## src/rtl/lcd_pkg.sv

```systemverilog
// Purpose: shared types and constants for the HD44780-style panel responder.
// Contents: FSM state enum, instruction bit positions and decoder, space character,
//           cfg bit indices and reset value, modulo-128 step helper.
package lcd_pkg;

    typedef enum logic [1:0] {
        ST_POR   = 2'd0,
        ST_IDLE  = 2'd1,
        ST_EXEC  = 2'd2,
        ST_CLEAR = 2'd3
    } state_e;

    // Instructions are identified by their highest set bit.
    localparam int unsigned OPB_CLEAR = 0;
    localparam int unsigned OPB_HOME  = 1;
    localparam int unsigned OPB_ENTRY = 2;
    localparam int unsigned OPB_DISP  = 3;
    localparam int unsigned OPB_SHIFT = 4;
    localparam int unsigned OPB_FUNC  = 5;
    localparam int unsigned OPB_CGRAM = 6;
    localparam int unsigned OPB_DDRAM = 7;

    typedef enum logic [3:0] {
        I_NONE, I_CLEAR, I_HOME, I_ENTRY, I_DISP,
        I_SHIFT, I_FUNC, I_CGRAM, I_DDRAM
    } instr_e;

    localparam logic [7:0] CHAR_SPACE   = 8'h20;
    localparam int unsigned DDRAM_DEPTH = 128;

    // cfg = {N, F, D, C, B, I/D, S}
    localparam int unsigned CFG_N  = 6;
    localparam int unsigned CFG_F  = 5;
    localparam int unsigned CFG_D  = 4;
    localparam int unsigned CFG_C  = 3;
    localparam int unsigned CFG_B  = 2;
    localparam int unsigned CFG_ID = 1;
    localparam int unsigned CFG_S  = 0;
    localparam logic [6:0] CFG_RESET = 7'b0000010;

    function automatic instr_e decode_instr(input logic [7:0] d);
        if (d[OPB_DDRAM])      return I_DDRAM;
        else if (d[OPB_CGRAM]) return I_CGRAM;
        else if (d[OPB_FUNC])  return I_FUNC;
        else if (d[OPB_SHIFT]) return I_SHIFT;
        else if (d[OPB_DISP])  return I_DISP;
        else if (d[OPB_ENTRY]) return I_ENTRY;
        else if (d[OPB_HOME])  return I_HOME;
        else if (d[OPB_CLEAR]) return I_CLEAR;
        else                   return I_NONE;
    endfunction

    // Address counter / display offset step; 7-bit arithmetic wraps modulo 128.
    function automatic logic [6:0] step7(input logic [6:0] v, input logic up);
        return up ? (v + 7'd1) : (v - 7'd1);
    endfunction

endpackage

```

## src/rtl/lcd_panel_responder_ddram.sv

```systemverilog
// Purpose: 128x8 display data RAM, one synchronous write port, one asynchronous read port.
// Ports: clk; we_i/waddr_i/wdata_i write port; raddr_i -> rdata_o combinational read.
// Contents are not reset; power-on and clear fills arrive through the write port.
module lcd_ddram
    import lcd_pkg::*;
(
    input  logic       clk,
    input  logic       we_i,
    input  logic [6:0] waddr_i,
    input  logic [7:0] wdata_i,
    input  logic [6:0] raddr_i,
    output logic [7:0] rdata_o
);

    logic [7:0] mem_q [DDRAM_DEPTH];

    always_ff @(posedge clk) begin
        if (we_i) begin
            mem_q[waddr_i] <= wdata_i;
        end
    end

    assign rdata_o = mem_q[raddr_i];

endmodule

```

## src/rtl/lcd_panel_responder.sv

```systemverilog
// Purpose: cycle-based HD44780-style panel model; latches host transfers on the falling
//          edge of e, decodes instructions, holds DDRAM, serves reads, models busy time.
// Ports: clk, rst_n (sync, active-low); e/rs/rw/lcd_data_in host bus; lcd_data_out/data_oe
//        read return; busy_flag, ac, display_offset, cfg decoded state; cmd_err, timing_err pulses.
// Optional: LCD_RESP_TIMING_CHECK_EN enables the minimum e-high-width check (timing_err).
module lcd_panel_responder
    import lcd_pkg::*;
#(
    parameter int POR_CYCLES    = 200,
    parameter int EXEC_CYCLES   = 740,
    parameter int CLEAR_CYCLES  = 30400,
    parameter int EN_MIN_CYCLES = 10
) (
    input  logic       clk,
    input  logic       rst_n,
    input  logic       e,
    input  logic       rs,
    input  logic       rw,
    input  logic [7:0] lcd_data_in,
    output logic [7:0] lcd_data_out,
    output logic       data_oe,
    output logic       busy_flag,
    output logic [6:0] ac,
    output logic [6:0] display_offset,
    output logic [6:0] cfg,
    output logic       cmd_err,
    output logic       timing_err
);

    // Fills need one cycle per DDRAM address, so POR/clear must cover 128 cycles.
    if (POR_CYCLES < 128) begin : g_bad_por
        $error("POR_CYCLES must be at least 128");
    end
    if (CLEAR_CYCLES < 128) begin : g_bad_clear
        $error("CLEAR_CYCLES must be at least 128");
    end
    if (EXEC_CYCLES < 1) begin : g_bad_exec
        $error("EXEC_CYCLES must be at least 1");
    end
    if (EN_MIN_CYCLES < 1) begin : g_bad_en
        $error("EN_MIN_CYCLES must be at least 1");
    end

    localparam int MAX_AB     = (POR_CYCLES > EXEC_CYCLES) ? POR_CYCLES : EXEC_CYCLES;
    localparam int MAX_CYCLES = (MAX_AB > CLEAR_CYCLES) ? MAX_AB : CLEAR_CYCLES;
    // One spare bit so the fill-range compare against 128 never truncates.
    localparam int CW         = $clog2(MAX_CYCLES) + 1;

    state_e        state_q, state_d;
    logic [CW-1:0] cnt_q, cnt_d;
    logic [CW-1:0] limit_m1;
    logic          cnt_done;
    logic          e_q;
    logic [6:0]    ac_q, ac_d;
    logic [6:0]    off_q, off_d;
    logic [6:0]    cfg_q, cfg_d;
    logic          oe_q, oe_d;
    logic [7:0]    dout_q, dout_d;
    logic          cmd_err_q, cmd_err_d;
    logic          fall;
    logic          short_pulse;
    logic          xfer;
    logic          idle;
    logic          mem_we;
    logic [6:0]    mem_waddr;
    logic [7:0]    mem_wdata;
    logic [7:0]    mem_rdata;

    assign fall = e_q & ~e;
    assign idle = (state_q == ST_IDLE);
    // A pulse rejected by the width check is not a transfer at all.
    assign xfer = fall & ~short_pulse;

`ifdef LCD_RESP_TIMING_CHECK_EN
    localparam int EW_W = $clog2(EN_MIN_CYCLES + 1);
    logic [EW_W-1:0] ew_q, ew_d;
    logic            terr_q;

    // Saturating count of consecutive e-high cycles; on the falling-edge cycle
    // ew_q still holds the width of the pulse just ended.
    always_comb begin
        ew_d = '0;
        if (e) begin
            ew_d = (ew_q == EW_W'(EN_MIN_CYCLES)) ? ew_q : (ew_q + 1'b1);
        end
    end

    assign short_pulse = fall & (ew_q < EW_W'(EN_MIN_CYCLES));

    always_ff @(posedge clk) begin
        if (!rst_n) begin
            ew_q   <= '0;
            terr_q <= 1'b0;
        end else begin
            ew_q   <= ew_d;
            terr_q <= short_pulse;
        end
    end

    assign timing_err = terr_q;
`else
    assign short_pulse = 1'b0;
    assign timing_err  = 1'b0;
`endif

    always_comb begin
        unique case (state_q)
            ST_POR:   limit_m1 = CW'(POR_CYCLES - 1);
            ST_CLEAR: limit_m1 = CW'(CLEAR_CYCLES - 1);
            default:  limit_m1 = CW'(EXEC_CYCLES - 1);
        endcase
    end

    assign cnt_done = (cnt_q == limit_m1);

    always_comb begin
        state_d   = state_q;
        cnt_d     = cnt_q;
        ac_d      = ac_q;
        off_d     = off_q;
        cfg_d     = cfg_q;
        cmd_err_d = 1'b0;
        mem_we    = 1'b0;
        mem_waddr = ac_q;
        mem_wdata = lcd_data_in;

        // Busy timer. The first 128 cycles of POR and CLEAR double as the
        // fill address sequence, one DDRAM location per cycle.
        if (!idle) begin
            if (cnt_done) begin
                state_d = ST_IDLE;
                cnt_d   = '0;
            end else begin
                cnt_d = cnt_q + 1'b1;
            end
            if ((state_q != ST_EXEC) && (cnt_q < CW'(DDRAM_DEPTH))) begin
                mem_we    = 1'b1;
                mem_waddr = cnt_q[6:0];
                mem_wdata = CHAR_SPACE;
            end
        end

        // Transfers act only from IDLE, so they never collide with the timer
        // or a fill. An expiry in the same cycle still counts as busy.
        if (xfer) begin
            if (!rw) begin
                if (!idle) begin
                    cmd_err_d = 1'b1;
                end else if (!rs) begin
                    state_d = ST_EXEC;
                    cnt_d   = '0;
                    unique case (decode_instr(lcd_data_in))
                        I_CLEAR: begin
                            state_d       = ST_CLEAR;
                            ac_d          = '0;
                            off_d         = '0;
                            cfg_d[CFG_ID] = 1'b1;
                        end
                        I_HOME: begin
                            ac_d  = '0;
                            off_d = '0;
                        end
                        I_ENTRY: begin
                            cfg_d[CFG_ID] = lcd_data_in[1];
                            cfg_d[CFG_S]  = lcd_data_in[0];
                        end
                        I_DISP: begin
                            cfg_d[CFG_D] = lcd_data_in[2];
                            cfg_d[CFG_C] = lcd_data_in[1];
                            cfg_d[CFG_B] = lcd_data_in[0];
                        end
                        I_SHIFT: begin
                            if (lcd_data_in[3]) begin
                                off_d = step7(off_q, lcd_data_in[2]);
                            end else begin
                                ac_d = step7(ac_q, lcd_data_in[2]);
                            end
                        end
                        I_FUNC: begin
                            cfg_d[CFG_N] = lcd_data_in[3];
                            cfg_d[CFG_F] = lcd_data_in[2];
                        end
                        I_DDRAM: begin
                            ac_d = lcd_data_in[6:0];
                        end
                        default: begin
                            // CGRAM address and all-zero byte: accepted, no effect.
                        end
                    endcase
                end else begin
                    state_d   = ST_EXEC;
                    cnt_d     = '0;
                    mem_we    = 1'b1;
                    mem_waddr = ac_q;
                    mem_wdata = lcd_data_in;
                    ac_d      = step7(ac_q, cfg_q[CFG_ID]);
                    if (cfg_q[CFG_S]) begin
                        off_d = step7(off_q, cfg_q[CFG_ID]);
                    end
                end
            end else if (rs) begin
                if (!idle) begin
                    cmd_err_d = 1'b1;
                end else begin
                    ac_d = step7(ac_q, cfg_q[CFG_ID]);
                end
            end
        end
    end

    // Read return is refreshed every cycle e is high with rw=1.
    always_comb begin
        oe_d   = e & rw;
        dout_d = dout_q;
        if (e && rw) begin
            if (rs) begin
                dout_d = idle ? mem_rdata : 8'h00;
            end else begin
                dout_d = {~idle, ac_q};
            end
        end
    end

    always_ff @(posedge clk) begin
        if (!rst_n) begin
            state_q   <= ST_POR;
            cnt_q     <= '0;
            e_q       <= 1'b0;
            ac_q      <= '0;
            off_q     <= '0;
            cfg_q     <= CFG_RESET;
            oe_q      <= 1'b0;
            dout_q    <= 8'h00;
            cmd_err_q <= 1'b0;
        end else begin
            state_q   <= state_d;
            cnt_q     <= cnt_d;
            e_q       <= e;
            ac_q      <= ac_d;
            off_q     <= off_d;
            cfg_q     <= cfg_d;
            oe_q      <= oe_d;
            dout_q    <= dout_d;
            cmd_err_q <= cmd_err_d;
        end
    end

    lcd_ddram u_ddram (
        .clk     (clk),
        .we_i    (mem_we & rst_n),
        .waddr_i (mem_waddr),
        .wdata_i (mem_wdata),
        .raddr_i (ac_q),
        .rdata_o (mem_rdata)
    );

    assign busy_flag      = ~idle;
    assign ac             = ac_q;
    assign display_offset = off_q;
    assign cfg            = cfg_q;
    assign data_oe        = oe_q;
    assign lcd_data_out   = dout_q;
    assign cmd_err        = cmd_err_q;

endmodule

```

## config.mk

```make
export PLATFORM = sky130hd
export DESIGN_NAME = lcd_panel_responder
export DESIGN_NICKNAME = d
export VERILOG_FILES = /design/src/rtl/lcd_pkg.sv /design/src/rtl/lcd_panel_responder_ddram.sv /design/src/rtl/lcd_panel_responder.sv
export SDC_FILE = /design/constraint.sdc
export NUM_CORES = 1
export LEC_CHECK = 0
export ABC_AREA = 1
export CAP_MARGIN = 20
export CORE_ASPECT_RATIO = 1.1
export CORE_UTILIZATION = 45
export CTS_BUF_LIST = sky130_fd_sc_hd__clkbuf_4
export DETAILED_ROUTE_END_ITERATION = 10
export REMOVE_ABC_BUFFERS = 1
export SLEW_MARGIN = 40
export SYNTH_ARGS = -nofsm -noshare
export SYNTH_HDL_FRONTEND = slang
export SYNTH_SLANG_ARGS = --single-unit
```

## constraint.sdc

```tcl
create_clock -name clk -period 9.4 [get_ports clk]
set_input_delay 1.41 -clock clk [delete_from_list [all_inputs] [get_ports clk]]
set_output_delay 1.41 -clock clk [all_outputs]
set_load 0.005 [all_outputs]
```

# Yosys cells after proc, flatten, opt, wreduce, memory -nomap -nowiden

Memory sizes are Yosys's and may differ from the RTL's. A register that Yosys moved wholly into a read port is not among the register bits.
Cells that the tools add are included.

Memory bits (writable): 1,024
Register bits after elaboration: 50
Memories kept: 1
Input bits: 13
Word-level logic and storage cells: 123
Output and inout port bits: 33

Memory list:

| memory        | words | width | rd ports | clocked after Yosys merged registers in | wr ports | line                            | RTL |
|---|---|---|---|---|---|---|---|
| u_ddram.mem_q | 128   | 8     | 1        | 1                                       | 1        | lcd_panel_responder_ddram.sv:15 | `logic [7:0] mem_q [DDRAM_DEPTH];` |

Magnitude comparators: 1
Muxes and demuxes: 68
Equality and inequality tests: 15
Add/sub/neg operators: 5
Bitwise operators: 7
Reduce and logical (&&, ||, !) cells: 14

Operators with widths:

| cell                    | number |
|---|---|
| $mux W7                 | 21 |
| $mux W16                | 5 |
| $mux W8                 | 8 |
| $pmux W15 S2            | 1 |
| $reduce_and A5 Y1       | 5 |
| $pmux W7 S3             | 1 |
| $mux W4                 | 5 |
| $add A16 B1 Y16 const B | 1 |
| $eq A16 B15 Y1          | 1 |
| $lt A16 B8 Y1 const B   | 1 |
| $mux W2                 | 8 |
| $add A7 B1 Y7 const B   | 2 |
| $pmux W7 S2             | 1 |
| $sub A7 B1 Y7 const B   | 2 |
| $mux W1                 | 13 |
| $eq A4 B3 Y1 const B    | 3 |
| $mux W3                 | 4 |
| $eq A4 B2 Y1 const B    | 2 |
| $ne A3 B3 Y1 const B    | 2 |
| $reduce_and A6 Y1       | 1 |
| $eq A4 B1 Y1 const B    | 1 |
| $eq A4 B4 Y1 const B    | 1 |
| $ne A2 B2 Y1 const B    | 2 |
| $not A1 Y1              | 4 |
| other kinds (12)        | 15 |

# Logic depth before layout (Yosys ltp)

Word-level depth: 20
Gate-level depth with buffers: 15
Gate-level depth less buffers: 14

# Modules after synthesis

From an unflattened synthesis, not the netlist that was laid out.

Cells, all modules: 4,145
Area, all modules: 45,652.5 µm²

Modules (own cells, without submodules):

| module              | area an instance (µm²) | sequential area each (µm²) | cells an instance | times used |
|---|---|---|---|---|
| lcd_ddram           | 41,944.0               | 30,749.5                   | 3,567             | 1 |
| lcd_panel_responder | 3,708.6                | 1,001.0                    | 578               | 1 |

# Least setup slack after synthesis

Ideal clock, no wire load.

Path kind: input to register
From: input port lcd_data_in[2]
To: memory u_ddram.mem_q[0][2] (data pin)
Arrival: 4.806 ns
Cell stages on the path: 4
Path buffers: 2
Path slack: 3.798 ns
Data required time: 8.604 ns
Cells stage by stage: buf_2 inv_1 clkbuf_1 nor2_1

Longest elaborated chain between the ends: 6

Ends and longest elaborated chain:

| item             | line                            | RTL |
|---|---|---|
| from (decl)      | lcd_panel_responder.sv:19       | `input logic [7:0] lcd_data_in,` |
| $mux W8          | lcd_panel_responder.sv:136      | `if ((state_q != ST_EXEC) && (cnt_q < CW'(DDRAM_DEPTH))) begin` |
| $mux W8          | lcd_panel_responder.sv:129      | `if (!idle) begin` |
| $mux W8          | lcd_panel_responder.sv:149      | `end else if (!rs) begin` |
| $mux W8          | lcd_panel_responder.sv:147      | `if (!idle) begin` |
| $mux W8          | lcd_panel_responder.sv:146      | `if (!rw) begin` |
| $mux W8 *        | lcd_panel_responder.sv:145      | `if (xfer) begin` |
| net mem_wdata[2] | lcd_panel_responder.sv:66       | `logic [7:0] mem_wdata;` |
| to (decl)        | lcd_panel_responder_ddram.sv:15 |  |

Mark *: on every way through the listed nets, which the timed path passes. The rest lies on a longest branch.

# Worst setup path after layout

From: register state_q[1]
To: output port busy_flag

Longest elaborated chain between the ends: 2

Ends and longest elaborated chain:

| item                   | line                       | RTL |
|---|---|---|
| from (decl)            | lcd_panel_responder.sv:49  | `state_e state_q, state_d;` |
| from (signal assigned) | lcd_panel_responder.sv:236 | `state_q <= state_d;` |
| $eq A2 B1 Y1           | lcd_panel_responder.sv:70  | `assign idle = (state_q == ST_IDLE);` |
| $not A1 Y1             | lcd_panel_responder.sv:257 | `assign busy_flag = ~idle;` |
| to (decl)              | lcd_panel_responder.sv:22  | `output logic busy_flag,` |

Every way passes these cells.

==> results.toml <==
[global_routing]
grt_max_degree = 202
antenna_found_initial = 3
grt_pass1_wl_microns = 182000
grt_pass1_vias = 30400
grtUsageTotal_pct = 23.9
overflow = 0

[worst_setup_path]
startpoint_type = "register"
critPathArrivalTime_ns = 2.80
worstPathRequired_ns = 7.99
reg2reg_setup_slack_ns = 5.51
worstPathMaxFanout = 13
r2r_cells = 8
path_class = "reg -> out"
r2r-start = "state_q[1]"
reg2reg_to = "u_ddram.mem_q[88][5]"
endpoint_kind = "primary output"

[layout]
fin_nets = 4236
finalInstanceArea_sq_um = 50200
fin_cells = 5685
syn_to_final_growth_pct = 11.2
drive_gt1_share_pct = 11.3
n_fill_cell = 8914

[detailed_routing]
antenna_left = 0
via_per_inst = 5.50
drtPass1Iterations = 6
totalWireLength_microns = 122000
drt-wirelength-per-cell_microns = 21.5
vias = 31300
drt_iter0_markers = 2966
drc = 0

[synth]
syn_area_sq_um = 45200
avgSynthCellArea_sq_um = 11.0
synth_seq_area_share_pct = 70.6
synthCells = 4097
yosysWarnings = 0
ys_types = 43
ys_ff_latch = 1081

[power_and_ir_drop]
powerDensity_nw_per_um2 = 182
clock_power_share_pct = 42.2
p_leak_nw = 18.1
switching_power_mw = 1.89
p_total_mw = 9.15
p_int_mw = 7.26
irDropWorstVdd_mv = 0.0987
power_frac_seq_pct = 56.8
swShare_pct = 20.6
pwr-share-comb_pct = 1.0

[clock_tree]
cts_htree_levels = 5
clk_latency_ns = 1.14
clock_path_buffers = 4
postCtsHoldBufs = 0
cts_resized = 0
cts_buffers = 283
clk_pin_slew_ns = 0.06
cts_setup_buffers = 0
cts_root_buffer = "clkbuf_4"
cts_tree = "yes"
cts_sinks = 1081

[sta]
timing.fmax_mhz = 238
layout_setup_ws_ns = 5.19
rsz0062_at_grt = "no"
skew_ns = 0.0740
finalCritPeriodShare_pct = 44.7
tns_ns = 0
setup_viol = 0
worstMarginPinSlew_ns = 0.875
final_max_slew_viol_count = 0
hold_violations = 0
fin_crit_ns = 4.21
slew_headroom_pct = 41.7

[flow_run]
cap_violations = 0

[hold_path]
min-delay-start = "state_q[1]"
hold_end = "state_q[1]"
min_path_type = "reg -> reg"
hold_depth = 2

[die]
die_x_microns = 304
rows = 121
initial_core_util_pct = 45.5
fp.coreArea_sq_um = 99200
io_pins = 46
die_h_microns = 334
die_area_sq_um = 102000

[place]
dp_slack_ns = 4.09
placedCellCount = 5216
hpwlAfterDp_microns = 70500
placed_area_sq_um = 46800
io_buffers = 44
gp_congestion = 0.909

[outcome]
status = "completed"
layout make-up:
class | count | area (sq um) | area share, %
sequential | 1081 | 31900 | 63.5
multi-input combinational | 2675 | 12000 | 24.0
clock buffer | 397 | 2980 | 5.93
tap | 1291 | 1620 | 3.22
timing repair buffer | 88 | 987 | 1.97
clock inverter | 66 | 359 | 0.715
inverter | 85 | 339 | 0.675
antenna | 2 | 5.00 | 0.00997
synthesized netlist by cell type, drive strengths merged:
cell type  number  area (sq um)
nor4            4          25.0
o31ai           3          22.5
a211oi          3          22.5
nor3           14          75.1
ha              9           113
edfxtp       1024         30700
dfxtp          57          1140
o211ai          9          67.6
o2111ai         1          8.76
nor2          197           762
a31oi           3          18.8
nand3b          1          7.51
o22ai           3          18.8
a41oi           1          8.76
nand3        1004          5040
nand2        1271          4780
clkbuf        199           747
and3            3          18.8
buf            57           250
a21oi          47           235
nand4          13          93.8
xor2           27           236
clkinv          3          11.3
o21ai          45           263
nor3b           3          22.5
inv            82           308
o21a            5          37.5
xnor2           7          61.3
a221oi          1          8.76
conb            1          3.75
worst max path at each step:
stage               startpoint                    end  slack, ns  cells past startpoint
finish              state_q[1]              busy_flag       5.19                      4
global route        state_q[1]              busy_flag       5.03                      4
CTS                 state_q[1]              busy_flag       5.10                      4
detailed placement       rst_n    u_ddram.mem_q[9][4]       4.09                      7
global placement         rst_n  u_ddram.mem_q[109][1]       4.02                      6
floorplan             register        lcd_data_out[3]     -12.64                     11
sequential cells by signal, summed over array words and instances, names as in the netlist, named ones only:
| signal | flops |
|---|---|
| u_ddram.mem_q | 1024 |
| cnt_q | 16 |
| lcd_data_out | 8 |
| ac | 7 |
| cfg | 7 |
| display_offset | 7 |
| state_q | 2 |
| cmd_err | 1 |
| data_oe | 1 |
| e_q | 1 |
per-layer routing:
metal  GRT usage [%]  vias to the layer above  wire length [microns]
met3            4.39                      206                   8890
met1            31.8                    14900                  51500
met2            38.4                     1399                  57900
met4            10.1                        0                   3660
li1                -                    14700                      -
met5               0                        -                      0
power groups by stage:
stage | logic, mW | clock network (mW) | registers [mW]
6_report | 0.0912 | 3.86 | 5.20
5_1_grt | 0.0969 | 4.18 | 5.20
3_3_place_gp | 0.0893 | 0 | 5.30
3_5_place_dp | 0.0904 | 0 | 5.30
2_1_floorplan | 0.0424 | 0 | 5.30
4_1_cts | 0.0908 | 3.95 | 5.20
per-stage QoR:
| stage | util, % | hold slack [ns] |
|---|---|---|
| CTS | 50.5 | 0.531 |
| floorplan | - | 0.488 |
| global route | 50.6 | 0.572 |
| global placement | 47.0 | 0.510 |
| detailed placement | 47.2 | 0.523 |
| finish | 50.6 | 0.536 |
critical path, stage by stage, from the launching register on:
cell and delay [ns]:
dfxtp_1 0.35, inv_1 0.08, ha_1 0.27, inv_1 0.37
clkdlybuf4s50_1 0.61
cell families (layout without fill, tap and decap cells):
family	after synthesis	after routing	synth area share [%]
simple gates	2510	2510	24.0
xor+xnor	34	34	0.659
fa+ha+maj	9	9	0.249
other cells	1	3	0.00830
flops	1081	1081	70.6
compound gates	121	121	1.58
buf+inv	341	636	2.91
layout by cell type (no fill, tap or decap), drive strengths merged:
master / instances
a211oi: 3
a21oi: 47
a221oi: 1
a31oi: 3
a41oi: 1
and3: 3
buf: 44
bufinv: 4
clkbuf: 397
clkdlybuf4s50: 44
clkinv: 58
conb: 1
dfxtp: 57
diode: 2
edfxtp: 1024
ha: 9
inv: 89
nand2: 1271
nand3: 1004
nand3b: 1
nand4: 13
nor2: 197
nor3: 14
nor3b: 3
nor4: 4
o2111ai: 1
o211ai: 9
o21a: 5
o21ai: 45
o22ai: 3
o31ai: 3
xnor2: 7
xor2: 27
Note: power is estimated with default switching activity, not from simulation.
